## src/rtl/ahb_apb_pkg.sv

```systemverilog
// Shared AHB encodings, bridge front-end states and default region map
// for the AHB-to-APB bridge.
package ahb_apb_pkg;

    localparam logic [1:0] HTRANS_IDLE   = 2'b00;
    localparam logic [1:0] HTRANS_BUSY   = 2'b01;
    localparam logic [1:0] HTRANS_NONSEQ = 2'b10;
    localparam logic [1:0] HTRANS_SEQ    = 2'b11;

    localparam logic [1:0] HRESP_OKAY  = 2'b00;
    localparam logic [1:0] HRESP_ERROR = 2'b01;

    localparam logic [31:0] DEF_BASE_ADDR    = 32'h8000_0000;
    localparam int          DEF_REGION_SHIFT = 26;

    typedef enum logic [2:0] {
        ST_IDLE = 3'd0,
        ST_DPH  = 3'd1,
        ST_REQ  = 3'd2,
        ST_DONE = 3'd3,
        ST_ERR1 = 3'd4,
        ST_ERR2 = 3'd5
    } state_t;

endpackage

```

## src/rtl/ahb_addr_decode.sv

```systemverilog
// Combinational region decoder: NSLV equal regions of 2**REGION_SHIFT bytes
// starting at BASE_ADDR; anything below the base or past the last region is unmapped.
module ahb_addr_decode #(
    parameter int                ADDR_W       = 32,
    parameter int                NSLV         = 3,
    parameter logic [ADDR_W-1:0] BASE_ADDR    = ADDR_W'(32'h8000_0000),
    parameter int                REGION_SHIFT = 26
) (
    input  logic [ADDR_W-1:0] haddr,
    output logic              mapped,
    output logic [NSLV-1:0]   sel
);

    logic [ADDR_W-1:0] off_s;
    logic [ADDR_W-1:0] idx_s;

    // Full-width offset and region index; the lower-bound test stops wrap below the base
    always_comb begin
        off_s  = haddr - BASE_ADDR;
        idx_s  = off_s >> REGION_SHIFT;
        mapped = (haddr >= BASE_ADDR) && (idx_s < ADDR_W'(NSLV));
        sel    = '0;
        for (int i = 0; i < NSLV; i++) begin
            sel[i] = mapped && (idx_s == ADDR_W'(i));
        end
    end

endmodule

```

## src/rtl/ahb_slave_if_param.sv

```systemverilog
// AHB-Lite slave front end of the AHB-to-APB bridge: captures one transfer at a
// time, hands it to the APB FSM over xfer_valid/xfer_done and stalls the bus meanwhile.
module ahb_slave_if_param
    import ahb_apb_pkg::*;
#(
    parameter int                ADDR_W       = 32,
    parameter int                DATA_W       = 32,
    parameter int                NSLV         = 3,
    parameter logic [ADDR_W-1:0] BASE_ADDR    = ADDR_W'(DEF_BASE_ADDR),
    parameter int                REGION_SHIFT = DEF_REGION_SHIFT
) (
    input  logic              hclk,
    input  logic              hresetn,
    input  logic              hwrite,
    input  logic              hreadyin,
    input  logic [1:0]        htrans,
    input  logic [ADDR_W-1:0] haddr,
    input  logic [DATA_W-1:0] hwdata,
    output logic              hreadyout,
    output logic [1:0]        hresp,
    output logic [DATA_W-1:0] hrdata,
    output logic              xfer_valid,
    output logic              xfer_write,
    output logic [ADDR_W-1:0] xfer_addr,
    output logic [DATA_W-1:0] xfer_wdata,
    output logic [NSLV-1:0]   xfer_sel,
    input  logic              xfer_done,
    input  logic [DATA_W-1:0] xfer_rdata,
    input  logic              xfer_err
);

    state_t            state_q, state_d;
    logic              hreadyout_q, hreadyout_d;
    logic [1:0]        hresp_q, hresp_d;
    logic [DATA_W-1:0] hrdata_q, hrdata_d;
    logic              xfer_valid_q, xfer_valid_d;
    logic              xfer_write_q, xfer_write_d;
    logic [ADDR_W-1:0] xfer_addr_q, xfer_addr_d;
    logic [DATA_W-1:0] xfer_wdata_q, xfer_wdata_d;
    logic [NSLV-1:0]   xfer_sel_q, xfer_sel_d;
    logic              capture_s;
    logic              dec_mapped_s;
    logic [NSLV-1:0]   dec_sel_s;

    ahb_addr_decode #(
        .ADDR_W      (ADDR_W),
        .NSLV        (NSLV),
        .BASE_ADDR   (BASE_ADDR),
        .REGION_SHIFT(REGION_SHIFT)
    ) u_decode (
        .haddr (haddr),
        .mapped(dec_mapped_s),
        .sel   (dec_sel_s)
    );

    // Next state, capture registers, and bus/handshake outputs decoded from the next state
    always_comb begin
        state_d      = state_q;
        hrdata_d     = hrdata_q;
        xfer_write_d = xfer_write_q;
        xfer_addr_d  = xfer_addr_q;
        xfer_wdata_d = xfer_wdata_q;
        xfer_sel_d   = xfer_sel_q;
        hreadyout_d  = 1'b1;
        hresp_d      = HRESP_OKAY;
        xfer_valid_d = 1'b0;
        // hreadyout_q is only high in IDLE, DONE and ERR2, so capture is confined there
        capture_s    = hreadyin && hreadyout_q &&
                       ((htrans == HTRANS_NONSEQ) || (htrans == HTRANS_SEQ));

        case (state_q)
            ST_IDLE, ST_DONE, ST_ERR2: begin
                if (capture_s) begin
                    if (dec_mapped_s) begin
                        state_d      = ST_DPH;
                        xfer_write_d = hwrite;
                        xfer_addr_d  = haddr;
                        xfer_sel_d   = dec_sel_s;
                    end else begin
                        state_d = ST_ERR1;
                    end
                end else begin
                    state_d = ST_IDLE;
                end
            end
            ST_DPH: begin
                if (xfer_write_q) begin
                    xfer_wdata_d = hwdata;
                end else begin
                    xfer_wdata_d = xfer_wdata_q;
                end
                state_d = ST_REQ;
            end
            ST_REQ: begin
                if (xfer_done) begin
                    if (!xfer_write_q) begin
                        hrdata_d = xfer_rdata;
                    end else begin
                        hrdata_d = hrdata_q;
                    end
                    state_d = xfer_err ? ST_ERR1 : ST_DONE;
                end else begin
                    state_d = ST_REQ;
                end
            end
            ST_ERR1: state_d = ST_ERR2;
            default: state_d = ST_IDLE;
        endcase

        case (state_d)
            ST_IDLE, ST_DONE: begin
                hreadyout_d = 1'b1;
                hresp_d     = HRESP_OKAY;
            end
            ST_DPH: begin
                hreadyout_d = 1'b0;
                hresp_d     = HRESP_OKAY;
            end
            ST_REQ: begin
                hreadyout_d  = 1'b0;
                hresp_d      = HRESP_OKAY;
                xfer_valid_d = 1'b1;
            end
            ST_ERR1: begin
                hreadyout_d = 1'b0;
                hresp_d     = HRESP_ERROR;
            end
            ST_ERR2: begin
                hreadyout_d = 1'b1;
                hresp_d     = HRESP_ERROR;
            end
            default: begin
                hreadyout_d = 1'b1;
                hresp_d     = HRESP_OKAY;
            end
        endcase
    end

    // State and output registers; reset drops any in-flight transfer at once
    always_ff @(posedge hclk or negedge hresetn) begin
        if (!hresetn) begin
            state_q      <= ST_IDLE;
            hreadyout_q  <= 1'b1;
            hresp_q      <= HRESP_OKAY;
            hrdata_q     <= '0;
            xfer_valid_q <= 1'b0;
            xfer_write_q <= 1'b0;
            xfer_addr_q  <= '0;
            xfer_wdata_q <= '0;
            xfer_sel_q   <= '0;
        end else begin
            state_q      <= state_d;
            hreadyout_q  <= hreadyout_d;
            hresp_q      <= hresp_d;
            hrdata_q     <= hrdata_d;
            xfer_valid_q <= xfer_valid_d;
            xfer_write_q <= xfer_write_d;
            xfer_addr_q  <= xfer_addr_d;
            xfer_wdata_q <= xfer_wdata_d;
            xfer_sel_q   <= xfer_sel_d;
        end
    end

    assign hreadyout  = hreadyout_q;
    assign hresp      = hresp_q;
    assign hrdata     = hrdata_q;
    assign xfer_valid = xfer_valid_q;
    assign xfer_write = xfer_write_q;
    assign xfer_addr  = xfer_addr_q;
    assign xfer_wdata = xfer_wdata_q;
    assign xfer_sel   = xfer_sel_q;

endmodule

```

## config.mk

```make
export PLATFORM = sky130hd
export DESIGN_NAME = ahb_slave_if_param
export DESIGN_NICKNAME = d
export VERILOG_FILES = /design/src/rtl/ahb_apb_pkg.sv /design/src/rtl/ahb_addr_decode.sv /design/src/rtl/ahb_slave_if_param.sv
export SDC_FILE = /design/constraint.sdc
export NUM_CORES = 1
export LEC_CHECK = 0
export ABC_AREA = 1
export CORE_MARGIN = 1.5
export CORE_UTILIZATION = 41
export CTS_BUF_LIST = sky130_fd_sc_hd__clkbuf_8
export DETAILED_ROUTE_END_ITERATION = 12
export DONT_BUFFER_PORTS = 1
export PLACE_DENSITY = 0.61
export SETUP_SLACK_MARGIN = 0.4
export SKIP_CTS_REPAIR_TIMING = 1
export SYNTH_ARGS = -nofsm -noshare
export SYNTH_HDL_FRONTEND = slang
export SYNTH_SLANG_ARGS = --single-unit
```

## constraint.sdc

```tcl
create_clock -name hclk -period 1.8 [get_ports hclk]
set_clock_uncertainty 0.15 [all_clocks]
set_input_delay 0.36 -clock hclk [delete_from_list [all_inputs] [get_ports hclk]]
set_output_delay 0.36 -clock hclk [all_outputs]
set_load 0.02 [all_outputs]
```

=== Yosys cells after proc, flatten, opt, wreduce, memory -nomap -nowiden ===
Index checks and enable logic that the tools add are counted.

* Flip-flop bits (word level): 107
* Latch bits: 0
* Memory bits (writable): 0
* ROM bits: 0
* Logic and storage cells: 49
* Memories kept: 0

* Add/sub/neg operators: 1
* $mul: 0
* Div/mod/pow operators: 0
* Magnitude comparators: 2
* Equal/unequal tests: 13
* Shifts and indexed selects: 0
* Multiplexer cells: 8
* Bitwise gates (word level): 1
* Reductions and logical operators: 15

{| class="wikitable"
|+ Operators by type and width
! operator !! count
|-
| 32-bit >= comparator, second input constant || 1
|-
| 32-bit zero test || 1
|-
| 32-bit subtractor, second input constant || 1
|-
| 3-bit == test, second input constant || 4
|-
| 3-bit 2-to-1 mux || 4
|-
| 3-bit case mux with 4 select lines || 1
|-
| 3-bit by 2-bit == test with 1-bit output, second input constant || 3
|-
| 3-bit by 1-bit == test with 1-bit output, second input constant || 2
|-
| 6-bit by 1-bit == test with 1-bit output, second input constant || 1
|-
| 6-bit by 2-bit == test with 1-bit output, second input constant || 1
|-
| 1-bit logical AND || 6
|-
| 6-bit by 2-bit < comparator with 1-bit output, second input constant || 1
|-
| 3-bit AND reduction || 2
|-
| 3-bit OR reduction || 2
|-
| 2-bit == test, second input constant || 2
|-
| 3-bit zero test || 1
|-
| 1-bit 2-to-1 mux || 3
|-
| 2-bit AND reduction || 1
|-
| 2-bit OR reduction || 1
|-
| 1-bit logical OR || 1
|-
| 1-bit NOT || 1
|}

=== Logic depth before layout (Yosys ltp) ===
* Depth after elaboration: 9
* Depth in mapped cells: 9
* Depth with buffers taken out: 8

=== Modules after synthesis ===
From an unflattened synthesis, not the netlist that was laid out.

* Cell total of the unflattened synthesis: 413
* Area total of the unflattened synthesis: 4161.5 µm²

{| class="wikitable"
|+ By module, submodules not included
! module !! instances !! cells each !! area an instance (µm²) !! seq. area each (µm²)
|-
| ahb_slave_if_param || 1 || 398 || 4097.7 || 2653.8
|-
| ahb_addr_decode || 1 || 15 || 63.8 || 0.0
|}

=== Worst setup path before layout ===
Ideal clock, no wire load.

* Path type: reg-to-reg
* From: reg state_q[2]
* To: reg hrdata_q[0] (netlist: hrdata[0])
* Setup time: 0.125 ns
* Data arrival time: 1.236 ns
* Setup slack: 0.289 ns
* Cell stages (with the launch flop): 5
* Buffers on the path: 1
* Cells stage by stage: dfrtp_1 nor3_4 nand2_2 buf_6 mux2_4

* Longest elaborated chain between the ends: 2

{| class="wikitable"
|+ Ends and longest elaborated chain
! item !! RTL line !! RTL
|-
| from (decl) || ahb_slave_if_param.sv:32 || <nowiki>state_t state_q, state_d;</nowiki>
|-
| from (signal assigned) || ahb_slave_if_param.sv:152 || <nowiki>state_q <= state_d;</nowiki>
|-
| 3-bit by 2-bit == test with 1-bit output || ahb_slave_if_param.sv:71 || <nowiki>case (state_q)</nowiki>
|-
| 3-bit AND reduction (no source line) || n/a ||
|-
| to (signal assigned) || ahb_slave_if_param.sv:155 || <nowiki>hrdata_q <= hrdata_d;</nowiki>
|-
| to (decl) || ahb_slave_if_param.sv:35 || <nowiki>logic [DATA_W-1:0] hrdata_q, hrdata_d;</nowiki>
|}

No other way between the ends.
A chain may end at the register's enable or synchronous reset.

=== Final worst setup path ===
* From: reg state_q[0]
* To: reg xfer_wdata_q[14] (netlist: xfer_wdata[14])

* Longest elaborated chain between the ends: 2

{| class="wikitable"
|+ Ends and longest elaborated chain
! item !! RTL line !! RTL
|-
| 3-bit by 1-bit == test with 1-bit output || ahb_slave_if_param.sv:71 ||
|-
| 2-bit AND reduction (no source line) || n/a ||
|-
| to (signal assigned) || ahb_slave_if_param.sv:159 || <nowiki>xfer_wdata_q <= xfer_wdata_d;</nowiki>
|-
| to (decl) || ahb_slave_if_param.sv:39 || <nowiki>logic [DATA_W-1:0] xfer_wdata_q, xfer_wdata_d;</nowiki>
|}

No other way between the ends.

==> qor.csv <==
metric,value,unit
post-synthesis register bit count,106,
fmax,617.3,MHz
post-DR vias/cell,4.797,
Setup WS post-layout,0.1799,ns
post-DP HPWL,5977,um
Routed wire per std cell,17.86,um
hold_ws,-0.4713,ns
met3 wire len,802,um
Max Cap Viol,0,
Die ar.,11070,sq um
fin crit period,1.620,ns
Final Max Slew Viols,0,
1st-pass router iterations,4,
number of buffers created by CTS,9,
Lkg Pwr,2.923,nW
CTS tree,built,
clock tree buffer depth,2,
mapped cell area,4285,sq um
Core ar.,10230,sq um
first-pass GRT wire length,13620,um
Port Buf Inserts,0,
Fin. Hold Viols,106,
Routed Wire Length,10210,um
num ports,208,
Final setup viols,0,
Syn-to-layout area delta,34.39,%
Setup crit start kind,register,
dpl cells,457,
yosys warns,0,
Post-synth top flop,dfrtp_1,
Final ANT Viol Nets,0,
Tot GR Track Use,15.87,%
uppermost layer routed,met4,
Hold Path Class,input port to async pin,
Synth cell types,20,
worst skew pair latency,0.35,ns
vias in the first global route,2510,
Pwr Total,9.009,mW
violated checks,hold timing,
CP endpoint kind,register,
share of synthesized registers carrying an async set or reset,100.0,%
largest net degree at the start of global routing,107,
DRC,0,
Layout Cells excl Fill,572,
gpl congestion,0.7120,
Via Count,2744,
die width,105.2,um
Core Rows,37,
outcome,finished with violations,
DRT iter0 DRCs,114,
pre-CTS setup slack,0.1037,ns
syn_nets,428,
met2 WL,5094,um
CP required,1.89,ns
P per Cell Area,1564,nW/um^2
total gr overflow,0,
share of cells above drive strength 1,30.28,%
nets,536,
Mapped Cells,324,
final core utilization,56.29,%
Post-synth EDFFs,0,
Die H,105.2,um
Crit path arrival time,1.71,ns
fill count,801,
clk sinks,106,
CTS root buf,clkbuf_8,
Antenna Cells,0,
Starting Density,41.89,%
M1 wire length,4153,um
critical path class,register to register,
H-tree depth,3,
sequential area share after synthesis,61.93,%
Clock transition at path regs,0.10,ns
antenna violations before repair,0,
syn_area_per_cell,13.23,sq um
worst ir drop on vdd,0.0006849,V
largest fanout on the critical path,7,
final worst-path cycle share,90.00,%
RSZ-0062 raised after global routing,true,
Setup TNS Final,0,ns
## cells in the final DEF (no fill, tap or decap), drive strengths merged, types with 4 or more instances in the layout
cell,count
dlygate4sd3,92
nand3,10
nor2,9
a21oi,4
dfrtp,105
buf,15
nand2,96
inv,15
clkbuf,13
mux2,64
## power by group
part,internal (mW),total [mW],switching [mW]
Combinational,1.49,2.22,0.725
Sequential,3.43,5.49,2.06
Clock,0.529,1.30,0.770
Total,5.46,9.01,3.55
## cells by family (layout without fill, tap and decap cells)
group / count (synthesis) / after routing / synth area share [%]
buf+inv: 27 / 139 / 3.679
simple gates: 119 / 119 / 11.42
mux: 64 / 64 / 22.07
other cells: 1 / 1 / 0.08751
compound gates: 7 / 7 / 0.8174
flops: 106 / 106 / 61.93
## Yosys cell counts (all sizes together) (3+ instances only)
cell,n,area [sq um]
a21oi,4,20.02
inv,14,52.55
nand3,10,50.05
nand2,96,367.8
nor2,9,33.78
dfrtp,105,2628
nor3,3,31.28
mux2,64,945.9
buf,13,105.1
o21ai,3,15.01
## critical path, cell delays in order, from the launching register on
cell       delay, ns
dfrtp_2         0.43
inv_2           0.07
nor3_4          0.21
nand2_4         0.15
clkbuf_16       0.19
mux2_4          0.29
## area by class of cell
cell class | instances | area, sq um | area share (%)
clock buffers | 10 | 137.6 | 2.390
clock inverters | 5 | 32.53 | 0.5648
inverters | 14 | 60.06 | 1.043
multi-input cells | 191 | 1510 | 26.22
flip-flops and latches | 106 | 2680 | 46.53
well taps | 136 | 170.2 | 2.955
repair buffers | 110 | 1169 | 20.29
## metal layers
metal / up-vias / GRT usage [%]
li1: 1257 / -
met1: 1340 / 18.73
met2: 132 / 24.93
met3: 15 / 7.669
met4: 0 / 6.262
met5: - / 0
## final timing paths
| check | start | end | slack, ns | cells after the start |
|---|---|---|---|---|
| max | state_q[0]$_DFF_PN0_ | xfer_wdata[14]$_DFFE_PN0P_ | 0.18 | 5 |
| min | hresetn | hrdata[9]$_DFFE_PN0P_ | -0.47 | 0 |
| max reg2reg | state_q[0]$_DFF_PN0_ | xfer_wdata[14]$_DFFE_PN0P_ | 0.18 | 5 |
| min reg2reg | xfer_addr[11]$_DFFE_PN0P_ | xfer_addr[11]$_DFFE_PN0P_ | 0.43 | 2 |
| max in group asynchronous | hresetn | hreadyout$_DFF_PN1_ | 1.74 | 0 |
| min in group hclk | haddr[26] | xfer_sel[0]$_DFFE_PN0P_ | 0.08 | 3 |
## sequential cells by signal, summed over array words and instances, names as in the netlist
signal and cells:
xfer_write 1, xfer_addr 32, xfer_wdata 32, xfer_valid 1
xfer_sel 3, hreadyout 1, hresp 1, hrdata 32
state_q 3
## metrics by stage
stage	hold slack, ns	instance area [sq um]
2_1_floorplan	-0.08559	4344
3_3_place_gp	-0.08394	4472
3_5_place_dp	-0.08434	4472
4_1_cts	-0.4962	4642
5_1_grt	-0.5052	5759
6_report	-0.4713	5759
Note: power is estimated with default switching activity, not from simulation.
